`config.mk`:
```
export PLATFORM = sky130hd
export DESIGN_NAME = rv_lsu_flat
export DESIGN_NICKNAME = d
export VERILOG_FILES = /design/src/rtl/rv_lsu_if.sv /design/src/rtl/rv_lsu.sv /design/src/flat_wrapper.sv
export SDC_FILE = /design/constraint.sdc
export NUM_CORES = 1
export LEC_CHECK = 0
export CAP_MARGIN = 10
export CORE_MARGIN = 10
export CORE_UTILIZATION = 30
export DETAILED_ROUTE_END_ITERATION = 8
export SETUP_SLACK_MARGIN = 0.2
export SYNTH_ARGS = -nofsm -noshare
export SYNTH_HDL_FRONTEND = slang
export SYNTH_SLANG_ARGS = --single-unit
```
`constraint.sdc`:
```
create_clock -name clk -period 1.71 [get_ports clk]
set_clock_uncertainty 0.05 [all_clocks]
set_input_delay 0.342 -clock clk [delete_from_list [all_inputs] [get_ports clk]]
set_output_delay 0.342 -clock clk [all_outputs]
set_load 0.05 [all_outputs]
```
`src/rtl/rv_lsu_if.sv`:
```
// Data-bus interface between the load/store unit (master) and the memory side (slave).
// ttype: 0 = READ, 1 = WRITE.  tsize: 00 = BYTE, 01 = HALF, 10 = WORD.
interface master_bus_if;
  logic        bstart;
  logic        breq;
  logic        ttype;
  logic [1:0]  tsize;
  logic [31:0] addr;
  logic [31:0] wdata;
  logic [31:0] rdata;
  logic        bdone;

  modport master (
    output bstart, breq, ttype, tsize, addr, wdata,
    input  rdata, bdone
  );

  modport slave (
    input  bstart, breq, ttype, tsize, addr, wdata,
    output rdata, bdone
  );
endinterface

```
`src/rtl/rv_lsu.sv`:
```
// rv_lsu: multi-cycle RV32 load/store unit.
// Accepts one request at a time, rejects illegal sizes and misaligned addresses
// without touching the bus, replicates store data across byte lanes and
// extracts/extends load data. Exactly one response pulse per accepted request.
// Optional bus timeout: define RV_LSU_TIMEOUT_EN to abort a bus transfer after
// TIMEOUT_CYCLES cycles without bdone (err = 10).
module rv_lsu #(
  parameter int unsigned TIMEOUT_CYCLES     = 255,
  parameter bit          LANE_ALIGNED_RDATA = 1'b1
) (
  input  logic        clk,
  input  logic        rst,
  input  logic        req_valid,
  output logic        req_ready,
  input  logic        req_we,
  input  logic [2:0]  req_funct3,
  input  logic [31:0] req_addr,
  input  logic [31:0] req_wdata,
  output logic        resp_valid,
  output logic [31:0] resp_rdata,
  output logic [1:0]  resp_err,
  master_bus_if.master dbus
);

  localparam logic [1:0] ERR_OK      = 2'b00;
  localparam logic [1:0] ERR_MISALIGN = 2'b01;
  localparam logic [1:0] ERR_TIMEOUT = 2'b10;
  localparam logic [1:0] ERR_SIZE    = 2'b11;

  typedef enum logic [1:0] {S_IDLE, S_BUS, S_RESP} state_t;

  state_t      r_state;
  state_t      w_state_next;
  logic        r_we;
  logic [2:0]  r_funct3;
  logic [31:0] r_addr;
  logic [31:0] r_wdata;
  logic [31:0] r_rdata;
  logic [1:0]  r_err;

  logic        w_req_illegal;
  logic        w_req_misal;
  logic [31:0] w_shifted;
  logic [31:0] w_load_data;
  logic [31:0] w_store_lanes;
  logic        w_expire;

  // Request decode: size legality and alignment, looked at only in IDLE
  assign w_req_illegal = req_we ? (req_funct3[2] || (req_funct3 == 3'b011))
                                : ((req_funct3 == 3'b011) || (req_funct3 == 3'b110) ||
                                   (req_funct3 == 3'b111));
  assign w_req_misal   = ((req_funct3[1:0] == 2'b01) && req_addr[0]) ||
                         ((req_funct3[1:0] == 2'b10) && (req_addr[1:0] != 2'b00));

`ifdef RV_LSU_TIMEOUT_EN
  logic [15:0] r_cnt;

  // Bus wait counter: zero outside BUS, counts BUS cycles without bdone
  always_ff @(posedge clk) begin
    if (rst) begin
      r_cnt <= '0;
    end else if (r_state != S_BUS) begin
      r_cnt <= '0;
    end else if (!dbus.bdone) begin
      r_cnt <= r_cnt + 16'd1;
    end
  end

  // Expiry fires on the TIMEOUT_CYCLES-th BUS cycle still lacking bdone
  assign w_expire = (r_cnt == 16'(TIMEOUT_CYCLES - 1));
`else
  logic w_unused_cfg;
  assign w_unused_cfg = (TIMEOUT_CYCLES == 0);
  assign w_expire     = 1'b0;
`endif

  // Load path: move the addressed lane to bit 0, then sign/zero extend
  assign w_shifted = LANE_ALIGNED_RDATA ? (dbus.rdata >> {r_addr[1:0], 3'b000}) : dbus.rdata;

  // Extension by funct3; stores always report zero data
  always_comb begin
    w_load_data = w_shifted;
    case (r_funct3)
      3'b000:  w_load_data = {{24{w_shifted[7]}}, w_shifted[7:0]};
      3'b001:  w_load_data = {{16{w_shifted[15]}}, w_shifted[15:0]};
      3'b100:  w_load_data = {24'd0, w_shifted[7:0]};
      3'b101:  w_load_data = {16'd0, w_shifted[15:0]};
      default: w_load_data = w_shifted;
    endcase
    if (r_we) begin
      w_load_data = '0;
    end
  end

  // Store path: replicate the right-justified data across all byte lanes
  always_comb begin
    w_store_lanes = r_wdata;
    case (r_funct3[1:0])
      2'b00:   w_store_lanes = {4{r_wdata[7:0]}};
      2'b01:   w_store_lanes = {2{r_wdata[15:0]}};
      default: w_store_lanes = r_wdata;
    endcase
  end

  // FSM state register
  always_ff @(posedge clk) begin
    if (rst) begin
      r_state <= S_IDLE;
    end else begin
      r_state <= w_state_next;
    end
  end

  // FSM next state and outputs; BUS/RESP outputs come only from latched values
  always_comb begin
    w_state_next = r_state;
    req_ready    = 1'b0;
    resp_valid   = 1'b0;
    resp_rdata   = '0;
    resp_err     = ERR_OK;
    dbus.bstart  = 1'b0;
    dbus.breq    = 1'b1;
    dbus.ttype   = r_we;
    dbus.tsize   = r_funct3[1:0];
    dbus.addr    = r_addr;
    dbus.wdata   = w_store_lanes;
    case (r_state)
      S_IDLE: begin
        req_ready = 1'b1;
        if (req_valid) begin
          w_state_next = (w_req_illegal || w_req_misal) ? S_RESP : S_BUS;
        end
      end
      S_BUS: begin
        dbus.bstart = 1'b1;
        if (dbus.bdone || w_expire) begin
          w_state_next = S_RESP;
        end
      end
      S_RESP: begin
        resp_valid   = 1'b1;
        resp_rdata   = r_rdata;
        resp_err     = r_err;
        w_state_next = S_IDLE;
      end
      default: w_state_next = S_IDLE;
    endcase
  end

  // Request latch and response capture
  always_ff @(posedge clk) begin
    if (rst) begin
      r_we     <= 1'b0;
      r_funct3 <= '0;
      r_addr   <= '0;
      r_wdata  <= '0;
      r_rdata  <= '0;
      r_err    <= ERR_OK;
    end else begin
      case (r_state)
        S_IDLE: begin
          if (req_valid) begin
            r_we     <= req_we;
            r_funct3 <= req_funct3;
            r_addr   <= req_addr;
            r_wdata  <= req_wdata;
            r_rdata  <= '0;
            r_err    <= w_req_illegal ? ERR_SIZE : (w_req_misal ? ERR_MISALIGN : ERR_OK);
          end
        end
        S_BUS: begin
          if (dbus.bdone) begin
            r_rdata <= w_load_data;
            r_err   <= ERR_OK;
          end else if (w_expire) begin
            r_rdata <= '0;
            r_err   <= ERR_TIMEOUT;
          end
        end
        default: ;
      endcase
    end
  end

endmodule

```
`src/flat_wrapper.sv`:
```
// flat-port wrapper written by rule: the top's interface ports become plain ports
module rv_lsu_flat 
#(
  parameter int unsigned TIMEOUT_CYCLES     = 255,
  parameter bit          LANE_ALIGNED_RDATA = 1'b1
)
  (clk, rst, req_valid, req_ready, req_we, req_funct3, req_addr, req_wdata, resp_valid, resp_rdata, resp_err, dbus_bstart, dbus_breq, dbus_ttype, dbus_tsize, dbus_addr, dbus_wdata, dbus_rdata, dbus_bdone);
  master_bus_if dbus_i ();
  input  logic clk;
  input  logic rst;
  input  logic req_valid;
  output logic req_ready;
  input  logic req_we;
  input  logic [2:0] req_funct3;
  input  logic [31:0] req_addr;
  input  logic [31:0] req_wdata;
  output logic resp_valid;
  output logic [31:0] resp_rdata;
  output logic [1:0] resp_err;
  output wire logic [$bits(dbus_i.bstart)-1:0] dbus_bstart;
  output wire logic [$bits(dbus_i.breq)-1:0] dbus_breq;
  output wire logic [$bits(dbus_i.ttype)-1:0] dbus_ttype;
  output wire logic [$bits(dbus_i.tsize)-1:0] dbus_tsize;
  output wire logic [$bits(dbus_i.addr)-1:0] dbus_addr;
  output wire logic [$bits(dbus_i.wdata)-1:0] dbus_wdata;
  input wire logic [$bits(dbus_i.rdata)-1:0] dbus_rdata;
  input wire logic [$bits(dbus_i.bdone)-1:0] dbus_bdone;
  assign dbus_bstart = dbus_i.bstart;
  assign dbus_breq = dbus_i.breq;
  assign dbus_ttype = dbus_i.ttype;
  assign dbus_tsize = dbus_i.tsize;
  assign dbus_addr = dbus_i.addr;
  assign dbus_wdata = dbus_i.wdata;
  assign dbus_i.rdata = dbus_rdata;
  assign dbus_i.bdone = dbus_bdone;
  rv_lsu #(.TIMEOUT_CYCLES(TIMEOUT_CYCLES), .LANE_ALIGNED_RDATA(LANE_ALIGNED_RDATA)) u_core (.clk(clk), .rst(rst), .req_valid(req_valid), .req_ready(req_ready), .req_we(req_we), .req_funct3(req_funct3), .req_addr(req_addr), .req_wdata(req_wdata), .resp_valid(resp_valid), .resp_rdata(resp_rdata), .resp_err(resp_err), .dbus(dbus_i));
endmodule
```
# Word-level counts from Yosys, hierarchy flattened
# Index checks and enable logic that the tools add are counted.
[op_classes]
eq_ne = 13
shift = 1
n_mux = 21
n_reduce_logical = 15
[op_table]
columns = ["cell", "n"]
rows = [
  ["$mux W32", 4],
  ["$pmux W32 S2", 2],
  ["$pmux W32 S4", 1],
  ["$shr A32 B5 Y32", 1],
  ["$mux W2", 7],
  ["$eq A3 B3 Y1 const B", 4],
  ["$pmux W2 S2", 2],
  ["$eq A2 B1 Y1 const B", 3],
  ["$logic_or A1 B1 Y1", 5],
  ["$mux W1", 5],
  ["$eq A2 B2 Y1 const B", 2],
  ["$logic_not A2 Y1", 2],
  ["$ne A2 B2 Y1 const B", 2],
  ["$reduce_and A2 Y1", 2],
  ["$reduce_bool A2 Y1", 2],
  ["$eq A3 B1 Y1 const B", 1],
  ["$eq A3 B2 Y1 const B", 1],
  ["$logic_not A3 Y1", 1],
  ["$reduce_and A3 Y1", 1],
  ["$logic_and A1 B1 Y1", 2],
]
[word_totals]
regBits = 104
inputBits = 104
word_cells = 57

# Logic depth before layout (Yosys ltp)
# Gate-level depths: netlist of run 1.
[depth]
word_depth = 8
depth_mapped = 8
ltp_nobuf = 4

# Worst setup path before layout of run 1
# Ideal clock, no wire load.
[synth_timing]
kind = "flip-flop to output port"
from = "register u_core.r_state[1]"
to = "output resp_err[0]"
arrival_time_ns = 1.818
required_time_ns = 1.318
setup_slack_ns = -0.500
path_stages_with_launch = 5
cell_sequence = "dfxtp_1 > buf_6 > nor2b_1 > clkbuf_1 > and2_1"
[synth_between]
elab_chain_cells = 2
[synth_lines]
columns = ["element", "line", "rtl"]
rows = [
  ["start, declared", "rv_lsu.sv:32", "state_t r_state;"],
  ["start signal, assigned", "rv_lsu.sv:110", "r_state <= w_state_next;"],
  ["$eq A2 B2 Y1", "rv_lsu.sv:127", "case (r_state)"],
  ["$mux W2", "rv_lsu.sv:127", ""],
  ["end, declared", "flat_wrapper.sv:19", "output logic [1:0] resp_err;"],
]
# Every way passes these cells.

# Final worst setup path of run 1
[layout_timing]
from = "register u_core.r_state[1]"
to = "output resp_rdata[8]"
[layout_between]
elab_chain_cells = 2
[layout_lines]
columns = ["element", "line", "rtl"]
rows = [
  ["$eq A2 B2 Y1", "rv_lsu.sv:127", ""],
  ["$mux W32", "rv_lsu.sv:127", ""],
  ["end, declared", "flat_wrapper.sv:18", "output logic [31:0] resp_rdata;"],
]
# Every way passes these cells.

==> results of run 1 <==
synth_stat cells (all sizes together), types with 9 or more instances:
cell type / n / share of area (%)
nand2: 149 / 12
dfxtp: 104 / 43
a21oi: 73 / 7.6
clkbuf: 38 / 3.0
and2: 34 / 4.4
mux2: 31 / 7.2
buf: 21 / 3.5
nor2: 17 / 1.3
a221o: 16 / 3.3
o21ai: 10 / 1.0
mux2i: 9 / 1.9
registers in the layout (all words and copies together), names as in the netlist:
signal / cells
u_core.dbus.addr: 32
u_core.dbus.ttype: 1
u_core.r_err: 2
u_core.r_funct3: 3
u_core.r_rdata: 32
u_core.r_state: 2
u_core.r_wdata: 32
critical path, cell delays in order, from the launching register on:
cell     delay, ps
dfxtp_2        340
buf_6          130
nor2b_4        160
buf_12         190
and2_2         210
buf_12         140
power by group through the flow:
stage               Clock, mW  Combinational (mW)  Sequential (mW)
CTS                      2.38                2.06             2.66
global route             2.46                2.46             2.67
detailed placement          0                1.99             2.70
floorplan                   0               0.954             2.85
global placement            0                1.97             2.69
finish                   2.32                2.33             2.66
metrics by stage:
stage | hold WS [ps] | cells | TNS [ps]
after detailed placement | 398 | 972 | -32640
after floorplan | 374 | 560 | -623
after global routing | 416 | 1027 | -16090
after CTS | 408 | 994 | -10870
final | 407 | 1027 | -9330
after global placement | 391 | 972 | -30470
per-layer routing:
metal | part of all wire [%] | wire [um]
met1 | 40 | 8120
met2 | 48 | 9710
met3 | 9.5 | 1920
met4 | 1.7 | 348
met5 | 0 | 0
final cells by class:
cell class | instances | area [um2]
clock buffers | 12 | 256
clock inverters | 4 | 76.3
fillers | 1313 | 6420
inverters | 2 | 7.51
multi-input cells | 395 | 2940
flip-flops and latches | 104 | 2100
well taps | 216 | 270
repair buffers | 294 | 3750
how the worst min path moves through the flow:
stage,slack (ps),to,depth (start not counted)
after CTS,410,u_core.dbus.addr[31],2
after floorplan,370,u_core.r_rdata[8],1
after global routing,420,u_core.r_rdata[8],4
final,410,u_core.r_wdata[24],2
after detailed placement,400,u_core.dbus.addr[31],2
after global placement,390,u_core.r_wdata[19],2
cells by family (layout without fill, tap and decap cells):
| group | after synthesis | after routing |
|---|---|---|
| AOI/OAI and AO/OA | 129 | 129 |
| xor gates and xnor gates | 1 | 1 |
| buffers and inverters | 61 | 312 |
| DFF | 104 | 104 |
| muxes | 48 | 48 |
| other | 1 | 1 |
| and+or+nand+nor | 216 | 216 |
what timing repair did:
item	CTS	global route
endpoints found under the setup margin	161	167
hold buffers	0	0
buffers inserted	6	19
pin swaps	11	27
cloned	0	14
gates resized for setup	39	54
==> out/metrics.cfg, run 1 <==
[placement]
place_congestion=0.804
post_dp_cell_area_mm2=0.00817
portBuffers=207
pre_cts_ws_ps=-870
hpwl_mm=13.9

[yosys]
yosys.area_share.xor_xnor_pct=0.181
yosys.area_share.simple_pct=19.7
synthAdderAreaFrac_pct=0
ys_warn_count=0
synth_ff_type=dfxtp_1
synth_cell_types=40
synth-edff-count=0
syn_nets=664
synthCells=560
synthMuxAreaShare_pct=12.8
synth_top_family_by_area=simple AND/OR/NAND/NOR gates
synth_compound_area_share_pct=17.5
synth.avg_cell_area_um2=8.62
ys_ff_latch=104
netlist_area_mm2=0.00483
async_reset_ff_share_pct=0
yosysSeqAreaShare_pct=43.1

[sta]
maxSlewHeadroom_pct=59.7
post-route-min-period_ps=1920
setup_ws_ps=-206
max_slew.worst_pin.slew_ps=605
setup_viol=97
rsz0062_at_grt=true
hold_viol=0
max_freq_mhz=522
drv_slew=0
post-route-period-util_pct=112

[grt]
met3_usage_pct=7.06
grt_pass1_wl_mm=28.6
globalRouteMet2Util_pct=27.0
antenna_found_initial=0
gr-usage-met1_pct=19.1
grtUsageTotal_pct=16.6
busiest_layer=met2
overflow=0
grt_pass1_vias=5118
grt_start_max_net_pins=55

[power_and_ir_drop]
power.clock.fraction_pct=31.8
p_seq_share_pct=36.4
p_switching_mw=2.25
power.total_mw=7.31
power.internal_mw=5.06
power_frac_comb_pct=31.9
p_leak_nw=3.74
power_density_mw_per_mm2=777
swShare_pct=30.7
vdd_drop_max_mv=0.490

[worst_setup_path]
start_kind=flop
worstSetupEndpointType=output pin
crit_fanout=35
worstRegToRegCells=7
critPathArrivalTime_ps=1520
ff2ff_setup_slack_ps=-30
regToRegEndpoint=u_core.r_wdata[26]
crit_path_end=resp_rdata[8]
r2r-start=u_core.r_state[0]
crit_type=reg -> out
cp.required_ps=1320
crit_path_start=u_core.r_state[1]

[die]
die_w_um=147
ios=209
core_mm2=0.0158
initial_utilization_pct=30.5
row_count=46
fp.dieH_um=147
die_area_mm2=0.0216

[final_layout]
design_area_mm2=0.00940
layout_common_cells=nand2_1, clkdlybuf4s50_1, dfxtp_1, buf_12, buf_4
drive_above_1_share_pct=41.4
nets=910
syn2layout_area_growth_pct=94.7
mostFrequentLayoutCell=nand2_1
final_util_pct=59.4
antenna_cells=0

[cts]
cts_sinks=104
cts_tree=done
numCtsBuffers=9
cts.root.buffer_cell=clkbuf_16
cts.path.max_buffers=2
h-tree-depth=3
worstSkewPairLatency_ps=350
clk_pin_slew_worst_paths_ps=70

[flow_run]
cap_violations=0

[min_path]
min_from=u_core.r_wdata[24]
hp-class=reg -> reg

[status]
status=finished, violations left
failed_checks=negative setup slack

[route]
wl_per_cell_um=19.6
drt_iter0_markers=253
wl_mm=20.1
vias=5056
ant_nets=0
route.detailed.drc=0
dr.pass1.iters=7
viasPerCell=4.92

Note: power is estimated with default switching activity, not from simulation.
==> run 2: changes to the inputs <==
- CAP_MARGIN: 10 -> 20
- TNS_END_PERCENT: not set -> 5
==> out/metrics.cfg, run 2 (same netlist as run 1, synthesis figures left out) <==
[worst_setup_path]
cp.required_ps=1320
worstSetupEndpointType=output pin
regToRegEndpoint=u_core.r_rdata[14]
crit_type=reg -> out
r2r-start=u_core.dbus.addr[1]
ff2ff_setup_slack_ps=-10
cpPeakStageDelay_ps=350
crit_path_start=u_core.r_state[0]
crit_top_cell=buf_12
crit_chain=buf_6 > nor2b_4 > buf_12 > clkbuf_16 > and2_4 > buf_12
crit_path_end=resp_rdata[18]
crit_slowest_cell=dfxtp_4
worstRegToRegCells=4
start_kind=flop
crit_fanout=8
critPathArrivalTime_ps=1520

[route]
viasPerCell=4.89
dr.pass1.iters=4
drt_iter0_markers=208
ant_nets=0
route.detailed.drc=0
wl_per_cell_um=18.6
vias=4834
wl_mm=18.4

[final_layout]
multi_input_area_mm2=0.00285
nets=872
num-fill-cells=1380
antenna_cells=0
syn2layout_area_growth_pct=79.4
drive_above_1_share_pct=37.8
fin_cells=988
layout_common_cells=nand2_1, clkdlybuf4s50_1, dfxtp_1, a21oi_1, buf_4
mostFrequentLayoutCell=nand2_1
regArea_mm2=0.00211
design_area_mm2=0.00866

[power_and_ir_drop]
swShare_pct=30.6
p_leak_nw=3.38
power_density_mw_per_mm2=793
p_switching_mw=2.10
power_frac_comb_pct=29.3
p_seq_share_pct=38.8
power.internal_mw=4.77
power.clock.fraction_pct=32.0
vdd_drop_max_mv=0.444

[cts]
cts.path.max_buffers=2
cts.root.buffer_cell=clkbuf_16
cts_sinks=104
worstSkewPairLatency_ps=340
clk_pin_slew_worst_paths_ps=70
h-tree-depth=3
numCtsBuffers=9
cts_tree=done

[sta]
post-route-period-util_pct=112
post-route-min-period_ps=1910
setup_viol=61
hold_viol=0
setup_ws_ps=-204
rsz0062_at_grt=true
max_freq_mhz=522
drv_slew=0

[grt]
grt_start_max_net_pins=51
overflow=0
grt_pass1_vias=5081
grtUsageTotal_pct=16.3
grt_pass1_wl_mm=28.4
antenna_found_initial=0

[status]
status=finished, violations left
failed_checks=negative setup slack

[die]
ios=209
fp.dieH_um=147
die_w_um=147
initial_utilization_pct=30.5
die_area_mm2=0.0216
core_mm2=0.0158
row_count=46

[placement]
post_dp_cell_area_mm2=0.00781
dp_cells=965
place_congestion=0.822
portBuffers=207
hpwl_mm=13.8

[min_path]
hp-class=in -> reg

[flow_run]
cap_violations=0

==> run 2: what timing repair did <==
action,CTS,global route
setup buffers,4,0
hold buffers,0,0
endpoints found under the setup margin,158,165
hold endpoints to repair,0,0
cloned,2,2
pin swaps,48,23
gates resized for setup,80,34
==> run 2: per-layer routing <==
metal | vias to the layer above | GRT usage, % | wire [um]
li1 | 2335 | - | -
met1 | 2299 | 19.0 | 7640
met2 | 179 | 27.4 | 8950
met3 | 21 | 5.59 | 1460
met4 | 0 | 5.11 | 314
met5 | - | 0 | 0
==> run 2: worst max-delay path: cells and delay by family (launching register included) <==
family	cells	cell delay (ps)
buffers and inverters	4	550
DFF	1	350
and+or+nand+nor	2	270
==> run 2: final cells by class <==
cell class,count,share of cell area (%)
Clock buffer,13,3.25
Clock inverter,2,0.404
Inverter,2,0.0867
Multi-Input combinational cell,395,32.8
Sequential cell,104,24.3
Tap cell,216,3.12
Timing Repair Buffer,256,36.0
==> run 2: worst min path at each step <==
| stage | from | end | depth (start not counted) |
|---|---|---|---|
| 2_1_floorplan | u_core.r_rdata[10] | u_core.r_rdata[10] | 1 |
| 3_3_place_gp | u_core.r_wdata[17] | u_core.r_wdata[17] | 2 |
| 3_5_place_dp | u_core.dbus.addr[7] | u_core.dbus.addr[7] | 2 |
| 4_1_cts | rst | u_core.r_rdata[2] | 3 |
| 5_1_grt | rst | u_core.r_rdata[5] | 3 |
| 6_report | rst | u_core.r_rdata[5] | 3 |
==> run 2: stage by stage <==
| step | total power, mW | util (%) | setup TNS [ps] | worst slack (ps) | hold slack [ps] |
|---|---|---|---|---|---|
| after global routing | 7.15 | 54.7 | -11210 | -253 | 379 |
| after CTS | 6.87 | 53.6 | -10070 | -223 | 350 |
| after global placement | 4.50 | 49.4 | -21280 | -349 | 389 |
| after floorplan | 3.72 | - | -1410 | -70.9 | 374 |
| final | 6.87 | 54.7 | -8170 | -204 | 377 |
| after detailed placement | 4.54 | 49.4 | -23050 | -481 | 397 |
==> run 2: power by group through the flow <==
stage	registers, mW	logic [mW]	clock network, mW
2_1_floorplan	2.84	0.870	0
5_1_grt	2.68	2.13	2.34
3_3_place_gp	2.69	1.81	0
6_report	2.66	2.01	2.20
3_5_place_dp	2.70	1.84	0
4_1_cts	2.66	1.96	2.25
==> RTL change (settings of run 1) <==
`LANE_ALIGNED_RDATA` is set to 1'b1 in 2 places; all go to 1'b0.
--- a/src/rtl/rv_lsu.sv
+++ b/src/rtl/rv_lsu.sv
@@ -6,7 +6,7 @@
 // TIMEOUT_CYCLES cycles without bdone (err = 10).
 module rv_lsu #(
   parameter int unsigned TIMEOUT_CYCLES     = 255,
-  parameter bit          LANE_ALIGNED_RDATA = 1'b1
+  parameter bit          LANE_ALIGNED_RDATA = 1'b0
 ) (
   input  logic        clk,
   input  logic        rst,
--- a/src/flat_wrapper.sv
+++ b/src/flat_wrapper.sv
@@ -2,7 +2,7 @@
 module rv_lsu_flat 
 #(
   parameter int unsigned TIMEOUT_CYCLES     = 255,
-  parameter bit          LANE_ALIGNED_RDATA = 1'b1
+  parameter bit          LANE_ALIGNED_RDATA = 1'b0
 )
   (clk, rst, req_valid, req_ready, req_we, req_funct3, req_addr, req_wdata, resp_valid, resp_rdata, resp_err, dbus_bstart, dbus_breq, dbus_ttype, dbus_tsize, dbus_addr, dbus_wdata, dbus_rdata, dbus_bdone);
   master_bus_if dbus_i ();
Formal check against the unedited RTL: not equivalent (Yosys sat finds a counterexample within 4 cycles, from zero or initial values and one cycle with rst high).
==> RTL change against run 1 <==
  * The flow still finishes with violations (negative setup slack)
  * Setup slack worse by 16 ps
  * Power up 1.8%
  * Area after synthesis shrank 5.3%
  * Sequential power barely moved
  * Global-route usage rose by 2.2 points
  * Final area rose by 7.1%
  * Largest power group is now combinational logic
  * Combinational power grew 15%
  * Wire length increased by 6.0%
  * Sequential cell count unchanged
  * Count of clock-buffer cells in the layout shrank 3
  * Critical path type unchanged
  * Hold slack better by 4.0 ps
==> RTL change: results <==
{
  "status": "finished with violations",
  "violations": "negative setup slack",
  "post_cts_buffers": 26,
  "crit_arrival_ps": 1540,
  "nFillCells": 1118,
  "wl_um": 21310,
  "firstDrtPassIters": 4,
  "ys_types": 31,
  "cp-startpoint": "u_core.r_funct3[0]",
  "gp_congestion": 0.7736,
  "ys_seq_area_share_pct": 45.53,
  "cts_resized": 193,
  "grt_pass1_vias": 5386,
  "placed_area_um2": 7513,
  "antenna_found_initial": 2,
  "syn-num-nets": 679,
  "fin_setup_tns_ps": -9767,
  "tightest_slew_ps": 715.0,
  "synth_area_leaders": "dfxtp_1 (46%), nand2_1 (12%), a21oi_1 (11%)",
  "r2r_slack_ps": -70,
  "setup_viol": 127,
  "hold_ws_ps": 410.8,
  "grt_max_degree": 50,
  "fin_ws_ps": -222.1,
  "drt_iter0_markers": 237,
  "dp_hpwl_um": 12790,
  "p_leak_uw": 0.004044,
  "hp-start": "u_core.dbus.addr[14]"
}
==> RTL change: final timing paths <==
kind	endpoint	depth (start not counted)
worst min register to register	u_core.dbus.addr[14]	2
worst max-delay path	dbus_wdata[8]	5
worst min-delay path	u_core.dbus.addr[14]	2
worst max register to register	u_core.r_wdata[24]	8
==> RTL change: metal layers <==
layer  wire length [um]  vias up
met5                  0        -
met4                515        0
met3               1307       30
met2              11440      155
met1               8045     2591
li1                   -     2457
==> RTL change: cell families after synthesis <==
kind of cell | Yosys count | share of synthesized area [%]
and+or+nand+nor | 221 | 22.13
buffers and inverters | 58 | 5.992
DFF | 104 | 45.53
AOI/OAI and AO/OA | 165 | 20.11
other | 1 | 0.08200
muxes | 26 | 6.156
==> RTL change: metrics by stage <==
step / cells / utilization [%] / setup WS [ps]
final: 1021 / 66.72 / -222.1
after global routing: 1021 / 66.72 / -265.4
after CTS: 1008 / 60.95 / -256.0
after detailed placement: 943 / 49.79 / -259.5
after global placement: 943 / 49.79 / -253.6
after floorplan: 575 / - / 141.8
==> RTL change: critical path, cell delays in order (launching register included) <==
cell and delay (ps):
dfxtp_2 340, buf_12 130, nor2_4 90, buf_12 150
mux2_4 320, buf_8 150
==> RTL change: area by class of cell <==
| class | count | area share, % |
|---|---|---|
| clock buffers | 9 | 2.237 |
| flip-flops and latches | 104 | 20.84 |
| well taps | 188 | 2.336 |
| clock inverters | 7 | 0.7456 |
| diodes | 2 | 0.04971 |
| repair buffers | 297 | 39.24 |
| multi-input cells | 414 | 34.55 |
==> RTL change: power by group <==
part | switching [uW] | total (uW) | internal, uW
logic | 1400 | 2690 | 1290
clock network | 1060 | 2100 | 1040
registers | 110 | 2660 | 2550
total | 2570 | 7440 | 4870
